$ cat config.mk
export PLATFORM = sky130hd
export DESIGN_NAME = sw_reg_responder
export DESIGN_NICKNAME = d
export VERILOG_FILES = /design/src/rtl/sw_reg_responder.sv
export SDC_FILE = /design/constraint.sdc
export NUM_CORES = 1
export LEC_CHECK = 0
export ABC_CLOCK_PERIOD_IN_PS = 2910
export BUFFER_PORTS_ARGS = -buffer_cell sky130_fd_sc_hd__buf_2
export CAP_MARGIN = 30
export CORE_MARGIN = 2
export CORE_UTILIZATION = 61
export CTS_CLUSTER_SIZE = 24
export DETAILED_ROUTE_END_ITERATION = 10
export GPL_ROUTABILITY_DRIVEN = 0
export PLACE_DENSITY = 0.83
export SYNTH_ARGS = -nofsm -noshare
export SYNTH_HDL_FRONTEND = slang
export SYNTH_SLANG_ARGS = --single-unit
$ cat constraint.sdc
create_clock -name clk -period 2.91 [get_ports clk]
set_input_delay 0.4365 -clock clk [delete_from_list [all_inputs] [get_ports clk]]
set_output_delay 0.4365 -clock clk [all_outputs]
set_load 0.01 [all_outputs]
$ cat src/rtl/sw_reg_responder.sv
// -----------------------------------------------------------------------------
// sw_reg_responder
//
// Switch-side responder for the address decoder's switch interface. Each
// instance models one switch: a small register bank answered after a fixed
// access latency. rd_data_out from every instance is OR-combined at top level,
// so an instance drives zero on rd_data_out except during the ack of a read.
//
// Parameters:
//   SW_ID        - switch index, returned (truncated) by reads of register 0
//   W_WIDTH      - data and address width
//   NUM_REGS     - register-bank depth, power of two, at least 2
//   ACCESS_DELAY - wait cycles between request capture and ack (0 allowed)
//
// Ports:
//   clk         - clock, rising edge
//   rst         - synchronous active-high reset
//   sel_en_in   - one-cycle request strobe
//   wr_rd_s_in  - 1 = write, 0 = read (valid with sel_en_in)
//   addr_in     - register address, low bits index the bank (valid with sel_en_in)
//   wr_data_in  - write data (valid with sel_en_in)
//   ack_out     - one-cycle completion pulse
//   rd_data_out - read data, nonzero only in the ack cycle of a read
//   busy_out    - high while a request is outstanding (state != IDLE)
//   err_out     - sticky: a request arrived while busy
// -----------------------------------------------------------------------------
module sw_reg_responder #(
  parameter int SW_ID        = 0,
  parameter int W_WIDTH      = 8,
  parameter int NUM_REGS     = 16,
  parameter int ACCESS_DELAY = 2
) (
  input  logic               clk,
  input  logic               rst,
  input  logic               sel_en_in,
  input  logic               wr_rd_s_in,
  input  logic [W_WIDTH-1:0] addr_in,
  input  logic [W_WIDTH-1:0] wr_data_in,
  output logic               ack_out,
  output logic [W_WIDTH-1:0] rd_data_out,
  output logic               busy_out,
  output logic               err_out
);

  localparam int IDX_W = $clog2(NUM_REGS);
  localparam int CNT_W = (ACCESS_DELAY < 1) ? 1 : $clog2(ACCESS_DELAY + 1);
  localparam logic [W_WIDTH-1:0] ID_VALUE = W_WIDTH'(SW_ID);
  localparam logic [CNT_W-1:0]   CNT_LOAD = CNT_W'(ACCESS_DELAY);

  typedef enum logic [1:0] {
    S_IDLE = 2'd0,
    S_WAIT = 2'd1,
    S_ACK  = 2'd2
  } state_t;

  state_t               r_state;
  state_t               w_nextState;

  logic                 r_isWrite;
  logic [IDX_W-1:0]     r_idx;
  logic [W_WIDTH-1:0]   r_wrData;
  logic [CNT_W-1:0]     r_cnt;
  logic [W_WIDTH-1:0]   r_bank [NUM_REGS];
  logic                 r_ack;
  logic [W_WIDTH-1:0]   r_rdData;
  logic                 r_err;

  logic                 w_accept;
  logic                 w_enterAck;
  logic [IDX_W-1:0]     w_inIdx;
  logic                 w_reqWrite;
  logic [IDX_W-1:0]     w_reqIdx;
  logic [W_WIDTH-1:0]   w_reqData;
  logic [W_WIDTH-1:0]   w_readValue;
  logic                 w_unusedAddr;

  // Only the low address bits select a register; the upper bits alias.
  assign w_inIdx      = addr_in[IDX_W-1:0];
  assign w_unusedAddr = ^addr_in;

  // Next-state decode. A strobe is only accepted in IDLE; strobes seen in
  // any other state are collisions handled by the error flag below. The
  // counter holds the remaining wait cycles, so WAIT exits when it hits 1.
  always_comb begin
    w_nextState = r_state;
    w_accept    = 1'b0;
    unique case (r_state)
      S_IDLE: begin
        if (sel_en_in) begin
          w_accept = 1'b1;
          if (ACCESS_DELAY == 0) begin
            w_nextState = S_ACK;
          end else begin
            w_nextState = S_WAIT;
          end
        end
      end
      S_WAIT: begin
        if (r_cnt <= CNT_W'(1)) begin
          w_nextState = S_ACK;
        end
      end
      S_ACK: begin
        w_nextState = S_IDLE;
      end
      default: begin
        w_nextState = S_IDLE;
      end
    endcase
  end

  // With zero delay the bank access happens on the same edge that captures
  // the request, so the live inputs are used instead of the captured copy.
  // In IDLE without a strobe the mux output is never consumed, which keeps
  // don't-care inputs out of the state.
  assign w_enterAck  = (w_nextState == S_ACK);
  assign w_reqWrite  = (r_state == S_IDLE) ? wr_rd_s_in : r_isWrite;
  assign w_reqIdx    = (r_state == S_IDLE) ? w_inIdx    : r_idx;
  assign w_reqData   = (r_state == S_IDLE) ? wr_data_in : r_wrData;
  assign w_readValue = (w_reqIdx == '0) ? ID_VALUE : r_bank[w_reqIdx];

  // State register.
  always_ff @(posedge clk) begin
    if (rst) begin
      r_state <= S_IDLE;
    end else begin
      r_state <= w_nextState;
    end
  end

  // Request capture and wait counter. The counter is loaded with the full
  // delay on acceptance and counts down once per WAIT cycle.
  always_ff @(posedge clk) begin
    if (rst) begin
      r_isWrite <= 1'b0;
      r_idx     <= '0;
      r_wrData  <= '0;
      r_cnt     <= '0;
    end else if (w_accept) begin
      r_isWrite <= wr_rd_s_in;
      r_idx     <= w_inIdx;
      r_wrData  <= wr_data_in;
      r_cnt     <= CNT_LOAD;
    end else if (r_state == S_WAIT) begin
      r_cnt <= r_cnt - CNT_W'(1);
    end
  end

  // Register bank and registered ack/read data. The access is performed on
  // the edge entering ACK; register 0 is read-only, so writes to it are
  // dropped while still being acknowledged. Read data is cleared every cycle
  // it is not being presented, keeping the shared OR bus clean.
  always_ff @(posedge clk) begin
    if (rst) begin
      for (int i = 0; i < NUM_REGS; i++) begin
        r_bank[i] <= '0;
      end
      r_ack    <= 1'b0;
      r_rdData <= '0;
    end else begin
      r_ack    <= w_enterAck;
      r_rdData <= '0;
      if (w_enterAck) begin
        if (w_reqWrite) begin
          if (w_reqIdx != '0) begin
            r_bank[w_reqIdx] <= w_reqData;
          end
        end else begin
          r_rdData <= w_readValue;
        end
      end
    end
  end

  // Sticky collision flag: any strobe while busy, including the ACK cycle.
  always_ff @(posedge clk) begin
    if (rst) begin
      r_err <= 1'b0;
    end else if (sel_en_in && busy_out) begin
      r_err <= 1'b1;
    end
  end

  assign ack_out     = r_ack;
  assign rd_data_out = r_rdData;
  assign busy_out    = (r_state != S_IDLE);
  assign err_out     = r_err;

endmodule

# Yosys cells after proc, flatten, opt, wreduce, memory -nomap -nowiden
# Memory sizes are Yosys's and may differ from the RTL's. A register that Yosys moved wholly into a read port is not among the register bits.
# Cells that the tools add are included.
[classes]
bitwise_logic = 1
n_eq_ne = 2
reduce_logical = 9
magnitude_cmp = 1
addsub = 1
muxes = 20
[op_table]
columns = ["op", "count"]
rows = [
  ["$mux W8", 2],
  ["$mux W1", 11],
  ["$mux W2", 4],
  ["$mux W4", 2],
  ["$reduce_or A8 Y1", 1],
  ["$logic_not A4 Y1", 1],
  ["$pmux W2 S2", 1],
  ["$reduce_bool A2 Y1", 2],
  ["$reduce_bool A4 Y1", 1],
  ["$reduce_or A4 Y1", 1],
  ["$eq A2 B1 Y1 const B", 1],
  ["$eq A2 B2 Y1 const B", 1],
  ["$le A2 B1 Y1 const B", 1],
  ["$logic_not A2 Y1", 1],
  ["$reduce_or A2 Y1", 1],
  ["$sub A2 B1 Y2 const B", 1],
  ["$logic_and A1 B1 Y1", 1],
  ["$not A1 Y1", 1],
]
[totals]
word_cells = 43
ram_bits = 128
inputBits = 20
out_inout_bits = 11
ff_bits = 19
n_memories = 1
[mem_list]
columns = ["name", "depth", "width", "read_ports", "rd_clocked_by_memory_dff", "wr", "line_no", "rtl"]
rows = [
  ["r_bank", 16, 8, 1, 1, 16, "63", "logic [W_WIDTH-1:0] r_bank [NUM_REGS];"],
]

# Longest topological paths before layout
[logic_depth]
ltp_word = 10
ltp_mapped = 7
ltp_nobuf = 6

# Least setup slack after synthesis
# Ideal clock, no wire load.
[synth_timing]
path_type = "input-to-reg"
from = "input port addr_in[0]"
to = "memory r_bank[12][0] (enable)"
cell_stages = 5
slack_ns = 0.639
n_path_buf = 0
arrival_time_ns = 1.936
t_required_ns = 2.576
setup_time_ns = 0.334
path_cell_list = "or4_1 > o31ai_2 > nor3b_2 > nand2_1 > nand2b_1"
[synth_rtl]
columns = ["item", "line_no", "rtl"]
rows = [
  ["from (decl)", "37", "input logic [W_WIDTH-1:0] addr_in,"],
  ["to (decl)", "63", ""],
]

==> metrics.md <==
| Metric | Value |
|---|---|
| Port-buffer cells | 26 |
| Worst IR Drop VDD | 422 uV |
| Max Clk Rate | 384 MHz |
| Initial antenna violation count | 0 |
| FP Rows | 37 |
| Largest net degree at the start of global routing | 34 |
| CTS Buf Count | 17 |
| Combinational Power Share | 9.7% |
| Cells after synthesis | 514 |
| # DRC | 0 |
| WL per Instance | 21.6 um |
| Sequential share of power | 49.6% |
| Net count, final | 588 |
| CP Cell Sequence | nor2_2, buf_4, inv_2, o21ai_1, nand2_1, nand2b_1 |
| Hold endpoint | r_isWrite$_SDFFE_PP0P_ |
| Req. time, crit path | 3.09 ns |
| Pins Over Slew Limit | 0 |
| Synth unique cells | 40 |
| Detailed Route WL | 15.5 mm |
| Final Hold Vio Count | 0 |
| CP Buf/Inv Count | 2 |
| Post-CTS Resized | 0 |
| Minimum clock period | 2.60 ns |
| Async set-or-reset flop fraction in the synthesized netlist | 0% |
| CTS hold repair buffers | 0 |
| Register area share after synthesis | 67.3% |
| Die area | 0.0115 mm^2 |
| Clock share of power | 40.7% |
| Clk pin slew, worst setup/hold paths | 0.07 ns |
| Final cycle utilization of the critical path | 89.5% |
| Core Region | 0.0103 mm^2 |
| Leakage | 2.79 nW |
| Crit start category | register |
| Iteration-0 DRC Markers | 665 |
| Vias | 4580 |
| Worst reg2reg endpoint | r_bank[15][6]$_SDFFCE_PN0P_ |
| Maximum clock path buffer count | 2 |
| Worst hold path class | in2reg |
| Post-synth EDFFs | 128 |
| Power Density | 675 mW/mm^2 |
| Post-CTS Setup Bufs | 0 |
| Initial Util | 63.1% |
| CP Class | reg2reg |
| # fillers | 647 |
| Critical hold path startpoint | wr_rd_s_in |
| Internal power | 3.80 mW |
| Sw Share | 25.4% |
| I/O pin total | 31 |
| Multi-input gate area | 0.00202 mm^2 |
| Worst rel slew slack | 39.3% |
| R2R Setup Slk | 0.31 ns |
| FF+latch area | 0.00438 mm^2 |
| Setup TNS | 0 ns |
| Layout area overhead | 15.7% |
| Reg2Reg Depth | 6 |
| Psw | 1.29 mW |
| Worst r2r src | r_state[1]$_SDFF_PP0_ |
| Top delay family on crit path | simple AND/OR/NAND/NOR gates |
| Cell taking the most area after synthesis | edfxtp_1 |
| Die W | 107 um |
| Clk_skew | 0.0103 ns |
| Critical Path AT | 2.79 ns |
| Slowest cell on crit path | o21ai_1 |
| N_diodes | 0 |
| Synth top area share | 59.0% |
| Antenna Violating Nets Remaining | 0 |
| Drt pass-1 iters | 6 |
| Vias in the first global route | 4489 |
| Worst skew pair latency | 0.53 ns |
| Via/cell ratio | 6.39 |
| GRT Residual Overflow | 0 |
| Avg Cell Area, Syn | 12.7 um^2 |
| CTS root buf | clkbuf_8 |
| H-Tree Depth | 4 |
| Setup-failing EPs final | 0 |
| CTS tree | yes |
| Unrepaired setup endpoints after global routing | false |
| Crit end category | register |
| Die Y | 107 um |
| Global-route wire length before repair | 24.2 mm |
| Clock Sinks | 155 |
| Synth top area cells | edfxtp_1 (59%), a22o_1 (10%), dfxtp_1 (8.3%) |
| Outcome | completed |
| Prevailing post-synth register cell | edfxtp_1 |
| CP max FO | 15 |
| Worst Hold Depth | 2 |
| Commonest cells post-synth | edfxtp_1 (128), nor2_1 (126), a22o_1 (77), dfxtp_1 (27), nand2_1 (22) |
| Synthesized area | 0.00651 mm^2 |
| Final HPWL from detailed placement | 9.57 mm |
| Yosys Warn Count | 0 |
| Worst Tran Pin Value | 0.905 ns |
| Critical Path Max Stage Delay | 0.74 ns |
| GRT Resource Usage Total | 28.7% |
| Maxcap violations | 0 |
| Min Hold Slack | 0.130 ns |
| FF+latch count, synth | 155 |
| Fraction of layout cells with a size suffix above 1 | 17.9% |
| Top-count cell post-synth | edfxtp_1 |
## per-stage QoR
stage               instance area [um^2]  utilization, %  setup slack, ns  instances  total power, mW
global placement                    6970            67.5            0.383        684             3.02
detailed placement                  6980            67.7            0.316        685             3.04
global route                        7540            73.0            0.159        717             5.22
floorplan                           6540               -            0.639        521             2.87
CTS                                 7540            73.0            0.367        717             5.08
finish                              7540            73.0            0.307        717             5.09
## metal layers
metal | GRT usage [%] | vias up | wire length (um)
met1 | 36.9 | 2199 | 5730
met2 | 47.1 | 310 | 7810
li1 | - | 2028 | -
met5 | 0 | - | 0
met4 | 12.6 | 0 | 471
met3 | 6.66 | 43 | 1480
## sequential cells by signal, summed over array words and instances (netlist names)
register and flops:
r_state 2, rd_data_out 8, r_bank 128, r_cnt 2
r_idx 4, ack_out 1, err_out 1, r_wrData 8
r_isWrite 1
## worst reg2reg max path, cell delays in order, from the launching register on
cell and delay (ns):
dfxtp_1 0.32, nor2_2 0.16, buf_4 0.30, inv_2 0.14
o21ai_1 0.74, nand2_1 0.22, nand2b_1 0.38
## kinds of logic (layout without fill, tap and decap cells)
group	count (synthesis)	count (layout)	share of synthesized area (%)
xor gates and xnor gates	1	1	0.135
AOI/OAI and AO/OA	130	130	16.1
and+or+nand+nor	182	182	12.5
DFF	155	155	67.3
muxes	10	10	1.56
buffers and inverters	35	95	2.38
other	1	8	0.0576
## placed cells by master, fill, tap and decap left out, drive strengths merged, types with 2 or more instances in the layout
master	synthesis	final
edfxtp	128	128
o31ai	4	4
a22o	77	77
a41oi	8	8
nor4b	2	2
nand2	22	22
inv	3	9
conb	1	8
nor2	127	127
or4	2	2
clkinv	0	5
or4b	2	2
a21oi	2	2
dfxtp	27	27
o21ai	33	33
nand3b	3	3
nand2b	16	16
clkbuf	19	17
nand3	2	2
clkinvlp	0	3
a221oi	3	3
buf	13	60
mux2i	9	9
## cell type report
type                            count  share of cell area [%]
Sequential cell                   155                    58.2
Inverter                            3                   0.149
Clock inverter                     15                    1.83
Timing Repair Buffer               60                    5.33
Tap cell                          136                    2.26
Multi-Input combinational cell    331                    26.8
Clock buffer                       17                    5.50
## power groups by stage
stage          Sequential [mW]  Clock (mW)  Combinational (mW)
6_report                  2.52        2.07               0.496
4_1_cts                   2.52        2.07               0.485
2_1_floorplan             2.56           0               0.310
5_1_grt                   2.53        2.16               0.525
3_3_place_gp              2.56           0               0.457
3_5_place_dp              2.57           0               0.476
## how the worst max path moves through the flow
stage | start | end | cells after the start
after floorplan | addr_in[0] | r_bank[12][0]$_SDFFCE_PN0P_ | 5
after global placement | addr_in[0] | r_bank[8][2]$_SDFFCE_PN0P_ | 6
after detailed placement | addr_in[0] | r_bank[4][5]$_SDFFCE_PN0P_ | 6
after CTS | r_state[1]$_SDFF_PP0_ | r_bank[15][4]$_SDFFCE_PN0P_ | 6
after global routing | r_state[1]$_SDFF_PP0_ | r_bank[14][2]$_SDFFCE_PN0P_ | 6
final | r_state[1]$_SDFF_PP0_ | r_bank[15][6]$_SDFFCE_PN0P_ | 6
Note: power is estimated with default switching activity, not from simulation.
